$ cat src/rtl/sqrt_pkg.sv
// Shared types and helpers for the iterative integer square root.
// Holds the FSM state encoding and the iteration-count helper.
package sqrt_pkg;

    typedef enum logic [1:0] {
        IDLE,
        CALC,
        FIN,
        DONE
    } state_t;

    function automatic int iter_count(input int n, input int bpc);
        return n / (2 * bpc);
    endfunction

endpackage

$ cat src/rtl/sqrt_step.sv
// One restoring square-root digit: shifts two operand bits into the
// remainder and resolves one root bit.
// Ports: rem_in/root_in (partial state in), two_bits (next operand pair),
//        rem_out/root_out (partial state out). Purely combinational.
module sqrt_step #(
    parameter int RW = 18
) (
    input  logic [RW-1:0] rem_in,
    input  logic [RW-3:0] root_in,
    input  logic [1:0]    two_bits,
    output logic [RW-1:0] rem_out,
    output logic [RW-3:0] root_out
);

    localparam int QW = RW - 2;

    logic [RW-1:0] rem_sh;
    logic [RW-1:0] trial;
    logic [RW-1:0] diff;
    logic          ge;

    // The two top remainder bits are always zero on entry; they only
    // give the trial compare headroom after the shift.
    logic unused_hi;
    assign unused_hi = ^rem_in[RW-1:RW-2];

    always_comb begin
        rem_sh   = {rem_in[QW-1:0], two_bits};
        trial    = {root_in, 2'b01};
        ge       = (rem_sh >= trial);
        diff     = rem_sh - trial;
        rem_out  = ge ? diff : rem_sh;
        root_out = {root_in[QW-2:0], ge};
    end

endmodule

$ cat src/rtl/sqrt_iterative.sv
// Multi-cycle integer square root with valid/ready handshakes.
// Ports: clk, rst_n (async low); in_valid/in_ready/in_number (signed x);
//        out_valid/out_ready/out_root/out_rem/out_neg (registered result).
module sqrt_iterative
    import sqrt_pkg::*;
#(
    parameter int N_BITS         = 32,
    parameter int BITS_PER_CYCLE = 1,
    parameter bit ROUND_NEAREST  = 1'b0
) (
    input  logic              clk,
    input  logic              rst_n,
    input  logic              in_valid,
    output logic              in_ready,
    input  logic [N_BITS-1:0] in_number,
    output logic              out_valid,
    input  logic              out_ready,
    output logic [N_BITS/2-1:0] out_root,
    output logic [N_BITS/2:0]   out_rem,
    output logic              out_neg
);

    localparam int RTW  = N_BITS / 2;
    localparam int RW   = RTW + 2;
    localparam int BPC  = BITS_PER_CYCLE;
    localparam int ITER = iter_count(N_BITS, BITS_PER_CYCLE);
    localparam int CW   = $clog2(ITER + 1);

    if ((N_BITS % 2) != 0 || N_BITS < 4) begin : g_bad_n
        $error("sqrt_iterative: N_BITS must be even and >= 4");
    end
    if (BPC != 1 && BPC != 2) begin : g_bad_bpc
        $error("sqrt_iterative: BITS_PER_CYCLE must be 1 or 2");
    end
    if ((RTW % BPC) != 0) begin : g_bad_div
        $error("sqrt_iterative: BITS_PER_CYCLE must divide N_BITS/2");
    end

    state_t            state_q, state_d;
    logic [N_BITS-1:0] op_q, op_d;
    logic [RW-1:0]     rem_q, rem_d;
    logic [RTW-1:0]    root_q, root_d;
    logic [CW-1:0]     cnt_q, cnt_d;
    logic              neg_q, neg_d;
    logic [RTW-1:0]    oroot_q, oroot_d;
    logic [RTW:0]      orem_q, orem_d;
    logic              oneg_q, oneg_d;

    logic [BPC:0][RW-1:0]  rem_c;
    logic [BPC:0][RTW-1:0] root_c;
    logic                  round_up;

    assign rem_c[0]  = rem_q;
    assign root_c[0] = root_q;

    // Operand pairs are consumed MSB first from the top of op_q.
    for (genvar i = 0; i < BPC; i++) begin : g_step
        sqrt_step #(.RW(RW)) u_step (
            .rem_in   (rem_c[i]),
            .root_in  (root_c[i]),
            .two_bits (op_q[N_BITS-1-2*i -: 2]),
            .rem_out  (rem_c[i+1]),
            .root_out (root_c[i+1])
        );
    end

    // Round up when x - r^2 > r, i.e. x lies past (r + 1/2)^2.
    assign round_up = ROUND_NEAREST && (rem_q > {2'b00, root_q});

    always_comb begin
        state_d = state_q;
        op_d    = op_q;
        rem_d   = rem_q;
        root_d  = root_q;
        cnt_d   = cnt_q;
        neg_d   = neg_q;
        oroot_d = oroot_q;
        orem_d  = orem_q;
        oneg_d  = oneg_q;
        unique case (state_q)
            IDLE: begin
                if (in_valid) begin
                    neg_d   = in_number[N_BITS-1];
                    op_d    = in_number[N_BITS-1] ? '0 : in_number;
                    rem_d   = '0;
                    root_d  = '0;
                    cnt_d   = '0;
                    state_d = CALC;
                end
            end
            CALC: begin
                rem_d  = rem_c[BPC];
                root_d = root_c[BPC];
                op_d   = op_q << (2 * BPC);
                cnt_d  = cnt_q + CW'(1);
                if (cnt_q == CW'(ITER - 1)) begin
                    state_d = FIN;
                end
            end
            FIN: begin
                oroot_d = neg_q ? '0 : (round_up ? root_q + RTW'(1) : root_q);
                orem_d  = neg_q ? '0 : rem_q[RTW:0];
                oneg_d  = neg_q;
                state_d = DONE;
            end
            DONE: begin
                if (out_ready) begin
                    state_d = IDLE;
                end
            end
            default: state_d = IDLE;
        endcase
    end

    always_ff @(posedge clk or negedge rst_n) begin
        if (!rst_n) begin
            state_q <= IDLE;
            op_q    <= '0;
            rem_q   <= '0;
            root_q  <= '0;
            cnt_q   <= '0;
            neg_q   <= 1'b0;
            oroot_q <= '0;
            orem_q  <= '0;
            oneg_q  <= 1'b0;
        end else begin
            state_q <= state_d;
            op_q    <= op_d;
            rem_q   <= rem_d;
            root_q  <= root_d;
            cnt_q   <= cnt_d;
            neg_q   <= neg_d;
            oroot_q <= oroot_d;
            orem_q  <= orem_d;
            oneg_q  <= oneg_d;
        end
    end

    assign in_ready  = (state_q == IDLE);
    assign out_valid = (state_q == DONE);
    assign out_root  = oroot_q;
    assign out_rem   = orem_q;
    assign out_neg   = oneg_q;

endmodule

$ cat config.mk
export PLATFORM = sky130hd
export DESIGN_NAME = sqrt_iterative
export DESIGN_NICKNAME = d
export VERILOG_FILES = /design/src/rtl/sqrt_pkg.sv /design/src/rtl/sqrt_step.sv /design/src/rtl/sqrt_iterative.sv
export SDC_FILE = /design/constraint.sdc
export NUM_CORES = 1
export LEC_CHECK = 0
export ABC_AREA = 1
export CORE_MARGIN = 5
export CORE_UTILIZATION = 40
export CTS_CLUSTER_DIAMETER = 100
export DETAILED_ROUTE_END_ITERATION = 10
export PLACE_DENSITY = 0.63
export RECOVER_POWER = 100
export SETUP_SLACK_MARGIN = 0.4
export SYNTH_ARGS = -nofsm -noshare
export SYNTH_HDL_FRONTEND = slang
export SYNTH_SLANG_ARGS = --single-unit
$ cat constraint.sdc
create_clock -name clk -period 4.8 [get_ports clk]
set_clock_uncertainty 0.15 [all_clocks]
set_input_delay 0.96 -clock clk [delete_from_list [all_inputs] [get_ports clk]]
set_output_delay 0.96 -clock clk [all_outputs]
set_load 0.01 [all_outputs]
==> results.sh, run 1 <==
export IMPL_drv_slew=73
export IMPL_final_cell_count_no_fill=924
export IMPL_slew_margin_rel_pct=-21.6
export IMPL_drt_initial_drc_count=253
export IMPL_dp_final_hpwl_mm=9.47
export IMPL_syn_to_final_growth_pct=19.8
export IMPL_route_detailed_vias_per_inst=5.07
export IMPL_met1_wl_mm=6.02
export IMPL_cts_hold_repair_buffers=0
export IMPL_dpl_worst_slack_ns=1.53
export IMPL_min_to="out_rem[11]$_DFFE_PN0P_"
export IMPL_detail_route_wl_per_cell_um=14.3
export IMPL_unrepaired_setup_endpoints_after_global_routing="false"
export IMPL_insertion_delay_ns=0.36
export IMPL_cellPowerDensity_mw_per_mm2=815
export IMPL_num_antenna_cells=0
export IMPL_fp_dieArea_sq_mm=0.0165
export IMPL_synth_nets=741
export IMPL_rr_worst_depth=8
export IMPL_synth_edf_count=0
export IMPL_drt_pre_antenna_iters=5
export IMPL_report_final_setup_viol=0
export IMPL_cell_variety_after_synth=37
export IMPL_drc=0
export IMPL_postCtsSetupRepairBufs=0
export IMPL_failing_checks="capacitance limit, slew limit"
export IMPL_routed_length_on_met3_um=622
export IMPL_synth_top_cell_area_share_pct=47.6
export IMPL_timing_hold_violations_final=0
export IMPL_setup_total_negative_slack_ns=0
export IMPL_period_share_pct=70.7
export IMPL_synth_async_sr_flop_share_pct=100
export IMPL_dr_total_vias=4683
export IMPL_setup_ws_ns=1.41
export IMPL_first_global_vias=4834
export IMPL_power_leakage_nw=3.37
export IMPL_core_sq_mm=0.0138
export IMPL_critical_path_endpoint_type="register"
export IMPL_highest_signal_layer="met4"
export IMPL_placed_cells=908
export IMPL_initial_core_util_pct=40.7
export IMPL_ys_ff_latch=107
export IMPL_worstPathMaxFanout=57
export IMPL_whs_ns=0.325
export IMPL_netlist_instances=681
export IMPL_grt_remaining_overflow=0
export IMPL_max_freq_mhz=295
export IMPL_regToRegEndpoint="cnt_q[3]$_DFFE_PN0P_"
export IMPL_cts_repair_resize_count=0
export IMPL_critical_path_required_ns=4.88
export IMPL_top_cell_types_by_occurrence_after_synthesis="nand2_1 (169), dfrtp_1 (107), inv_1 (97), nand3_1 (60), o21ai_0 (56)"
export IMPL_synthesis_area_sq_mm=0.00563
export IMPL_cts_num_sinks=107
export IMPL_final_net_count=799
export IMPL_dominantRegCellSynth="dfrtp_1"
export IMPL_clk_pin_slew_ns=0.07
export IMPL_fillers=1356
export IMPL_post_synth_top_count_cell="nand2_1"
export IMPL_tritoncts="built"
export IMPL_placement_io_buffers=71
export IMPL_post_synth_cell_area_avg_sq_um=8.26
export IMPL_routabilityCongestion=0.937
export IMPL_critical_path_reg2reg_startpoint="state_q[1]$_DFFE_PN0P_"
export IMPL_synth_area_leader_cell="dfrtp_1"
export IMPL_timing_hold_worst_start="out_rem[11]$_DFFE_PN0P_"
export IMPL_maximum_number_of_pins_on_one_net_before_global_route_repair=73
export IMPL_clock_tree_htree_level_count=3
export IMPL_yosys_top_cells_area="dfrtp_1 (48%), nand2_1 (11%), inv_1 (6.5%), ha_1 (5.3%), nand3_1 (5.3%)"
export IMPL_dr_wl_met2_mm=6.35
export IMPL_setup_reg_to_reg_worst_slack_ns=1.41
export IMPL_critPathArrivalTime_ns=3.48
export IMPL_grt_use_total_pct=17.3
export IMPL_ant_nets=0
export IMPL_final_layout_size_suffix_gt1_share_pct=5.78
export IMPL_worst_ir_drop_vdd_mv=0.329
export IMPL_max_cap_viol_count=1
export IMPL_dieWidth_um=129
export IMPL_clockRootBuffer="clkbuf_16"
export IMPL_worst_pin_slew_ns=1.82
export IMPL_floorplan_die_height_um=129
export IMPL_cts_made_buffers=9
export IMPL_number_of_antenna_violations_at_the_first_check_in_global_routing=0
export IMPL_critical_path_class="register to register"
export IMPL_outcome="finished, violations left"
export IMPL_synth_warning_count=0
export IMPL_synth_yosys_seq_area_share_pct=47.6
export IMPL_finalWirelength_mm=13.2
export IMPL_clock_tree_buffer_depth=2
export IMPL_min_period_ns=3.39
export IMPL_grt_pass1_wl_mm=23.3
export IMPL_whs_path_depth=2
export IMPL_crit_path_start_kind="register"
export IMPL_placementRows=43
export IMPL_worstHoldPathType="register to register"
export IMPL_io_pin_count=72
## area by class of cell
cell class | count | area (sq um) | share of cell area, %
clock buffers | 10 | 229 | 3.40
clock inverters | 6 | 65.1 | 0.965
inverters | 102 | 383 | 5.68
multi-input cells | 442 | 2420 | 35.9
flip-flops and latches | 107 | 2680 | 39.7
well taps | 180 | 225 | 3.34
repair buffers | 77 | 741 | 11.0
## worst max-delay path by stage
stage                      startpoint                    to  slack (ns)  cells after the start
2_1_floorplan  root_q[11]$_DFFE_PN0P_  rem_q[5]$_DFFE_PN0P_        2.84                     13
3_3_place_gp                 in_valid  op_q[27]$_DFFE_PN0P_        1.66                      6
3_5_place_dp                 in_valid   op_q[3]$_DFFE_PN0P_        1.53                      6
4_1_cts        state_q[1]$_DFFE_PN0P_   op_q[3]$_DFFE_PN0P_        1.76                      7
5_1_grt        state_q[1]$_DFFE_PN0P_  cnt_q[3]$_DFFE_PN0P_        1.04                      8
6_report       state_q[1]$_DFFE_PN0P_  cnt_q[3]$_DFFE_PN0P_        1.41                      8
## per-layer routing
layer / up-vias / global-route usage [%]
met1: 2205 / 22.3
met5: - / 0
li1: 2359 / -
met4: 0 / 5.25
met3: 15 / 4.40
met2: 104 / 28.8
## cell families after synthesis
family          count (synthesis)  share of synthesized area [%]
fa+ha+maj                      24                           5.34
flops                         107                           47.6
buf+inv                       132                           9.32
compound gates                128                           13.9
simple gates                  283                           22.7
xor+xnor                        7                           1.09
## power breakdown
group	internal (W)	total [W]	switching (W)	leakage, nW
logic	0.00117	0.00332	0.00215	1.81
registers	0.00126	0.00143	0.000171	1.42
clock network	0.000406	0.000741	0.000335	0.143
## flip-flops by register name, indices dropped and copies added, names as in the netlist
register,cells
op_q,32
rem_q,17
state_q,2
out_root,16
neg_q,1
cnt_q,5
root_q,16
out_neg,1
out_rem,17
## stage by stage
step	total power, W	utilization, %	instance area, sq um
floorplan	0.00400	-	5630
global placement	0.00478	46.8	6470
detailed placement	0.00485	46.8	6470
CTS	0.00562	48.9	6770
global route	0.00608	48.8	6740
finish	0.00549	48.8	6740
## worst max-delay path, stage by stage, from the launching register on
cell and delay (ns):
dfrtp_1 0.41, inv_1 0.11, ha_1 0.59, inv_1 0.23
o21ai_0 0.32, clkbuf_2 0.90, nand4_1 0.27, o22ai_1 0.21
a21oi_1 0.06
## placed cells by master (no fill, tap or decap), types with 2 or more instances in the layout
cell type,netlist,routed
inv_2,4,2
o21ai_1,2,2
dlygate4sd3_1,0,37
clkbuf_1,17,3
o221ai_1,14,14
xor2_1,2,2
a21oi_1,14,14
clkbuf_16,0,9
dfrtp_1,107,107
nor3_1,2,2
nor2_1,27,27
nand3_1,60,60
a22oi_1,15,15
nand4_1,4,4
nor2_2,2,2
buf_4,2,3
o21ai_0,56,57
nand3_2,9,9
clkinv_2,0,2
ha_1,24,24
a22o_1,4,4
nor2_4,2,2
o22ai_1,19,19
nand2_2,3,3
nand2_1,169,169
clkdlybuf4s50_1,0,33
inv_1,97,99
clkbuf_2,0,2
xnor2_1,5,5
Power figures use the tool's default switching activity.
==> run 2, diff against run 1 <==
==> constraint.sdc (replaced) <==
create_clock -name clk -period 3.4 [get_ports clk]
set_clock_uncertainty 0.15 [all_clocks]
set_input_delay 0.68 -clock clk [delete_from_list [all_inputs] [get_ports clk]]
set_output_delay 0.68 -clock clk [all_outputs]
set_load 0.01 [all_outputs]
==> run 2 against run 1 <==
Largest cell class unchanged; cell count is 0.32% higher; via count is 0.32% lower; critical path depth is 1 higher; register-to-register slack worse by 0.82 ns; the flow now finishes without violations; sequential share of layout area hardly changed; core utilization hardly changed; non-clock buffer count is 3 higher; sequential power is 41% higher; maximum frequency is 20% higher.
==> results.sh, run 2 (same netlist as run 1, synthesis figures left out) <==
export IMPL_max_freq_mhz=355
export IMPL_tritoncts="built"
export IMPL_dp_final_hpwl_mm=9.37
export IMPL_placementRows=43
export IMPL_routabilityCongestion=0.941
export IMPL_critical_path_required_ns=3.51
export IMPL_setup_total_negative_slack_ns=0
export IMPL_multiInputGateArea_sq_mm=0.00243
export IMPL_finalWirelength_mm=13.0
export IMPL_unrepaired_setup_endpoints_after_global_routing="false"
export IMPL_slew_margin_rel_pct=23.7
export IMPL_outcome="finished clean"
export IMPL_detail_route_wl_per_cell_um=14.0
export IMPL_cellPowerDensity_mw_per_mm2=1140
export IMPL_mostFrequentLayoutCells="nand2_1 (169), dfrtp_1 (107), inv_1 (98), nand3_1 (60), o21ai_0 (58)"
export IMPL_critical_path_class="register to register"
export IMPL_critPathArrivalTime_ns=2.93
export IMPL_comb_power_share_pct=61.2
export IMPL_largest_register="op_q"
export IMPL_cts_num_sinks=107
export IMPL_power_leakage_nw=3.36
export IMPL_initial_core_util_pct=40.7
export IMPL_cts_made_buffers=9
export IMPL_period_share_pct=82.9
export IMPL_p_int_w=0.00395
export IMPL_fillers=1341
export IMPL_setup_reg_to_reg_worst_slack_ns=0.58
export IMPL_pwr_share_seq_pct=26.4
export IMPL_critical_path_endpoint_type="register"
export IMPL_min_period_ns=2.82
export IMPL_number_of_antenna_violations_at_the_first_check_in_global_routing=0
export IMPL_worstHoldPathType="register to register"
export IMPL_final_layout_size_suffix_gt1_share_pct=6.16
export IMPL_clock_tree_htree_level_count=3
export IMPL_fp_dieArea_sq_mm=0.0165
export IMPL_grt_remaining_overflow=0
export IMPL_most_frequent_standard_cell_in_the_layout_excluding_fill_and_tap_cells="nand2_1"
export IMPL_sequential_cell_area_sq_mm=0.00268
export IMPL_syn_to_final_growth_pct=19.8
export IMPL_core_sq_mm=0.0138
export IMPL_worst_ir_drop_vdd_mv=0.500
export IMPL_final_net_count=802
export IMPL_whs_ns=0.329
export IMPL_worstPathMaxFanout=31
export IMPL_postCtsSetupRepairBufs=0
export IMPL_report_final_setup_viol=0
export IMPL_final_cell_count_no_fill=927
export IMPL_route_detailed_vias_per_inst=5.04
export IMPL_drt_pre_antenna_iters=5
export IMPL_insertion_delay_ns=0.35
export IMPL_grt_use_total_pct=16.8
export IMPL_dr_total_vias=4668
export IMPL_clock_tree_buffer_depth=2
export IMPL_cts_hold_repair_buffers=0
export IMPL_post_dp_cell_area_sq_mm=0.00651
export IMPL_maximum_number_of_pins_on_one_net_before_global_route_repair=48
export IMPL_part_of_the_total_power_dissipated_in_the_clock_network_pct=12.4
export IMPL_floorplan_die_height_um=129
export IMPL_first_global_vias=4794
export IMPL_worst_pin_slew_ns=1.14
export IMPL_clockRootBuffer="clkbuf_16"
export IMPL_max_cap_viol_count=0
export IMPL_drv_slew=0
export IMPL_layout_cell_area_non_filler_sq_mm=0.00674
export IMPL_io_pin_count=72
export IMPL_timing_hold_violations_final=0
export IMPL_drc=0
export IMPL_crit_path_start_kind="register"
export IMPL_num_antenna_cells=0
export IMPL_grt_pass1_wl_mm=22.9
export IMPL_power_switching_w=0.00372
export IMPL_ant_nets=0
export IMPL_sw_frac_of_total_pct=48.5
export IMPL_dieWidth_um=129
export IMPL_placement_io_buffers=71
export IMPL_cts_repair_resize_count=0
export IMPL_placed_cells=911
export IMPL_drt_initial_drc_count=193
export IMPL_clk_pin_slew_ns=0.07
export IMPL_largest_reg_flops=32
run 2: worst paths after layout:
kind                                    startpoint                       to  cells past startpoint
max                         state_q[1]$_DFFE_PN0P_     op_q[13]$_DFFE_PN0P_                      9
min                        out_root[8]$_DFFE_PN0P_  out_root[8]$_DFFE_PN0P_                      2
max reg2reg                 state_q[1]$_DFFE_PN0P_     op_q[13]$_DFFE_PN0P_                      9
min reg2reg                out_root[8]$_DFFE_PN0P_  out_root[8]$_DFFE_PN0P_                      2
max in group asynchronous                    rst_n     rem_q[1]$_DFFE_PN0P_                      2
min in group asynchronous                    rst_n    root_q[3]$_DFFE_PN0P_                      1
run 2: power by group through the flow:
stage	Clock, W	Sequential (W)	Combinational (W)
2_1_floorplan	0	0.00206	0.00359
6_report	0.000952	0.00202	0.00469
3_5_place_dp	0	0.00205	0.00479
5_1_grt	0.00103	0.00209	0.00538
3_3_place_gp	0	0.00204	0.00470
4_1_cts	0.000981	0.00203	0.00482
run 2: cell type report:
type,count,share of cell area (%)
sequential,107,39.7
clock buffer,12,3.51
multi-input combinational,442,36.1
inverter,102,5.68
clock inverter,4,0.390
tap,180,3.34
timing repair buffer,80,11.3
run 2: through the flow:
step | utilization (%) | power [W] | setup slack [ns]
2_1_floorplan | - | 0.00565 | 1.44
3_3_place_gp | 47.1 | 0.00673 | 0.854
3_5_place_dp | 47.1 | 0.00684 | 0.830
4_1_cts | 49.0 | 0.00783 | 0.737
5_1_grt | 48.7 | 0.00850 | 0.301
6_report | 48.7 | 0.00767 | 0.582
run 2: layer usage:
layer	GRT usage, %	up-vias	part of all wire [%]	wire length, um
met5	0	-	0	0
met4	6.11	0	1.9	246
met3	3.49	17	4.6	599
met2	28.2	101	49	6310
met1	21.7	2190	45	5840
li1	-	2360	-	-
run 2: critical path, cell delays in order, from the launching register on:
cell	delay, ns
dfrtp_1	0.40
inv_1	0.11
ha_1	0.16
buf_4	0.23
inv_1	0.16
nor2_1	0.13
clkbuf_1	0.79
inv_1	0.09
buf_4	0.27
o221ai_1	0.21
==> run 3, diff against run 2 <==
--- a/config.mk
+++ b/config.mk
@@ -10,7 +10,7 @@
 export CORE_UTILIZATION = 40
 export CTS_CLUSTER_DIAMETER = 100
 export DETAILED_ROUTE_END_ITERATION = 10
-export PLACE_DENSITY = 0.63
+export PLACE_DENSITY = 0.65
 export RECOVER_POWER = 100
 export SETUP_SLACK_MARGIN = 0.4
 export SYNTH_ARGS = -nofsm -noshare
==> constraint.sdc (replaced) <==
create_clock -name clk -period 2.4 [get_ports clk]
set_clock_uncertainty 0.15 [all_clocks]
set_input_delay 0.48 -clock clk [delete_from_list [all_inputs] [get_ports clk]]
set_output_delay 0.48 -clock clk [all_outputs]
set_load 0.01 [all_outputs]
==> run 3 against run 2 <==
Sequential cell count is the same; maximum frequency grew 34%; global-route usage up 1.1 points; setup slack got worse by 0.29 ns; register-to-register slack got worse by 0.29 ns; sequential share of layout area decreased by 3.7 points; cell count rose by 3.8%; core utilization rose by 5.0 points; routed wire length is 10% higher; design area grew 10%.
==> results.sh, run 3 (same netlist as run 1, synthesis figures left out) <==
export IMPL_grt_pass1_wl_mm=24.0
export IMPL_grt_use_total_pct=17.9
export IMPL_worstHoldPathType="register to register"
export IMPL_placement_io_buffers=71
export IMPL_final_net_count=837
export IMPL_largest_stage_delay_on_the_critical_path_ns=0.39
export IMPL_grt_remaining_overflow=0
export IMPL_slew_margin_rel_pct=1.75
export IMPL_critPathArrivalTime_ns=2.19
export IMPL_rr_worst_depth=11
export IMPL_first_global_vias=4990
export IMPL_crit_path_top_delay_cell="dfrtp_1"
export IMPL_route_detailed_vias_per_inst=5.08
export IMPL_critical_path_endpoint_type="register"
export IMPL_clk_pin_slew_ns=0.07
export IMPL_dp_final_hpwl_mm=9.73
export IMPL_maximum_number_of_pins_on_one_net_before_global_route_repair=108
export IMPL_placementRows=43
export IMPL_crit_path_start_kind="register"
export IMPL_unrepaired_setup_endpoints_after_global_routing="true"
export IMPL_setup_reg_to_reg_worst_slack_ns=0.29
export IMPL_fp_dieArea_sq_mm=0.0165
export IMPL_number_of_antenna_violations_at_the_first_check_in_global_routing=0
export IMPL_cp_cell_sequence="ha_1 -> nand2_4 -> nor2_4 -> nand2_2 -> nor3_4 -> nor2_4 -> nand2_8 -> buf_12 -> nand2_1 -> nand3_2 -> o21ai_0"
export IMPL_floorplan_die_height_um=129
export IMPL_report_final_setup_viol=0
export IMPL_largest_register="op_q"
export IMPL_worstPathMaxFanout=10
export IMPL_cts_num_sinks=107
export IMPL_drc=0
export IMPL_setup_total_negative_slack_ns=0
export IMPL_mostFrequentLayoutCells="nand2_1 (154), dfrtp_1 (105), inv_1 (83), nand3_1 (61), o21ai_0 (51)"
export IMPL_clockRootBuffer="clkbuf_16"
export IMPL_dieWidth_um=129
export IMPL_sequential_cell_area_sq_mm=0.00268
export IMPL_worst_pin_slew_ns=1.47
export IMPL_worst_path_most_repeated_cell="nor2_4"
export IMPL_num_antenna_cells=0
export IMPL_insertion_delay_ns=0.36
export IMPL_min_to="out_root[8]$_DFFE_PN0P_"
export IMPL_finalWirelength_mm=14.3
export IMPL_timing_hold_worst_start="out_root[8]$_DFFE_PN0P_"
export IMPL_critical_path_class="register to register"
export IMPL_drv_slew=0
export IMPL_regToRegEndpoint="rem_q[4]$_DFFE_PN0P_"
export IMPL_ant_nets=0
export IMPL_final_layout_size_suffix_gt1_share_pct=17.6
export IMPL_tritoncts="built"
export IMPL_most_frequent_standard_cell_in_the_layout_excluding_fill_and_tap_cells="nand2_1"
export IMPL_cts_hold_repair_buffers=0
export IMPL_critical_path_reg2reg_startpoint="rem_q[7]$_DFFE_PN0P_"
export IMPL_core_sq_mm=0.0138
export IMPL_whs_path_depth=2
export IMPL_clock_tree_buffer_depth=2
export IMPL_timing_hold_violations_final=0
export IMPL_syn_to_final_growth_pct=32.1
export IMPL_min_period_ns=2.11
export IMPL_largest_reg_flops=32
export IMPL_period_share_pct=87.7
export IMPL_max_cap_viol_count=0
export IMPL_dr_total_vias=4884
export IMPL_clock_tree_htree_level_count=3
export IMPL_multiInputGateArea_sq_mm=0.00272
export IMPL_detail_route_wl_per_cell_um=14.9
export IMPL_drt_pre_antenna_iters=4
export IMPL_cts_made_buffers=9
export IMPL_routabilityCongestion=0.939
export IMPL_initial_core_util_pct=40.7
export IMPL_fillers=1250
export IMPL_max_freq_mhz=475
export IMPL_drt_initial_drc_count=183
export IMPL_critical_path_required_ns=2.48
export IMPL_io_pin_count=72
export IMPL_timing_critical_path_max_delay_family="simple AND/OR/NAND/NOR gates"
export IMPL_outcome="finished clean"
export IMPL_crit_buf_inv=1
## run 3: metal layers
layer  GRT usage (%)  up-vias  share of wire (%)
met5               0        -                  0
met4            6.49        0                2.0
met3            3.74       22                3.8
met2            29.6      109                 50
met1            23.3     2314                 44
li1                -     2439                  -
## run 3: how the worst max path moves through the flow
stage / endpoint / from / cells after the start / slack, ns
floorplan: rem_q[5]$_DFFE_PN0P_ / root_q[11]$_DFFE_PN0P_ / 13 / 0.44
detailed placement: rem_q[4]$_DFFE_PN0P_ / root_q[11]$_DFFE_PN0P_ / 11 / 0.18
global route: rem_q[4]$_DFFE_PN0P_ / rem_q[7]$_DFFE_PN0P_ / 11 / 0.15
finish: rem_q[4]$_DFFE_PN0P_ / rem_q[7]$_DFFE_PN0P_ / 11 / 0.29
CTS: op_q[28]$_DFFE_PN0P_ / state_q[0]$_DFFE_PN0P_ / 7 / 0.36
global placement: rem_q[4]$_DFFE_PN0P_ / root_q[11]$_DFFE_PN0P_ / 11 / 0.21
## run 3: stage by stage
step | util, % | setup WS (ns) | std cells | hold WS (ns) | instance area [sq um]
floorplan | - | 0.436 | 681 | 0.0344 | 5630
global placement | 48.0 | 0.214 | 921 | 0.315 | 6630
detailed placement | 48.0 | 0.177 | 921 | 0.323 | 6630
CTS | 53.1 | 0.357 | 954 | 0.0712 | 7340
global route | 53.8 | 0.151 | 962 | 0.345 | 7430
finish | 53.8 | 0.295 | 962 | 0.323 | 7430
## run 3: tightest hold or removal path, delay by kind of cell, from the launching register on
| family | cells | cell delay (ns) |
|---|---|---|
| flip-flops | 1 | 0.33 |
| AND/OR/NAND/NOR | 1 | 0.05 |
| AO/OA/AOI/OAI | 1 | 0.05 |
## run 3: what timing repair did
item                                   CTS  global route
pin swaps                               14            11
setup endpoints to repair               21            46
setup buffers                           16             6
gates cloned                             1             2
endpoints found under the hold margin    0             0
gates resized for setup                 55            36
## run 3: cell type report
class | count | share of cell area, %
Inverter | 102 | 5.15
Tap cell | 180 | 3.03
Clock inverter | 5 | 0.774
Clock buffer | 11 | 3.40
Sequential cell | 107 | 36.1
Timing Repair Buffer | 115 | 15.0
Multi-Input combinational cell | 442 | 36.5
Power of run 3 is not shown: default switching activity piles up to over one toggle a cycle in this logic, so the estimate is an artifact.
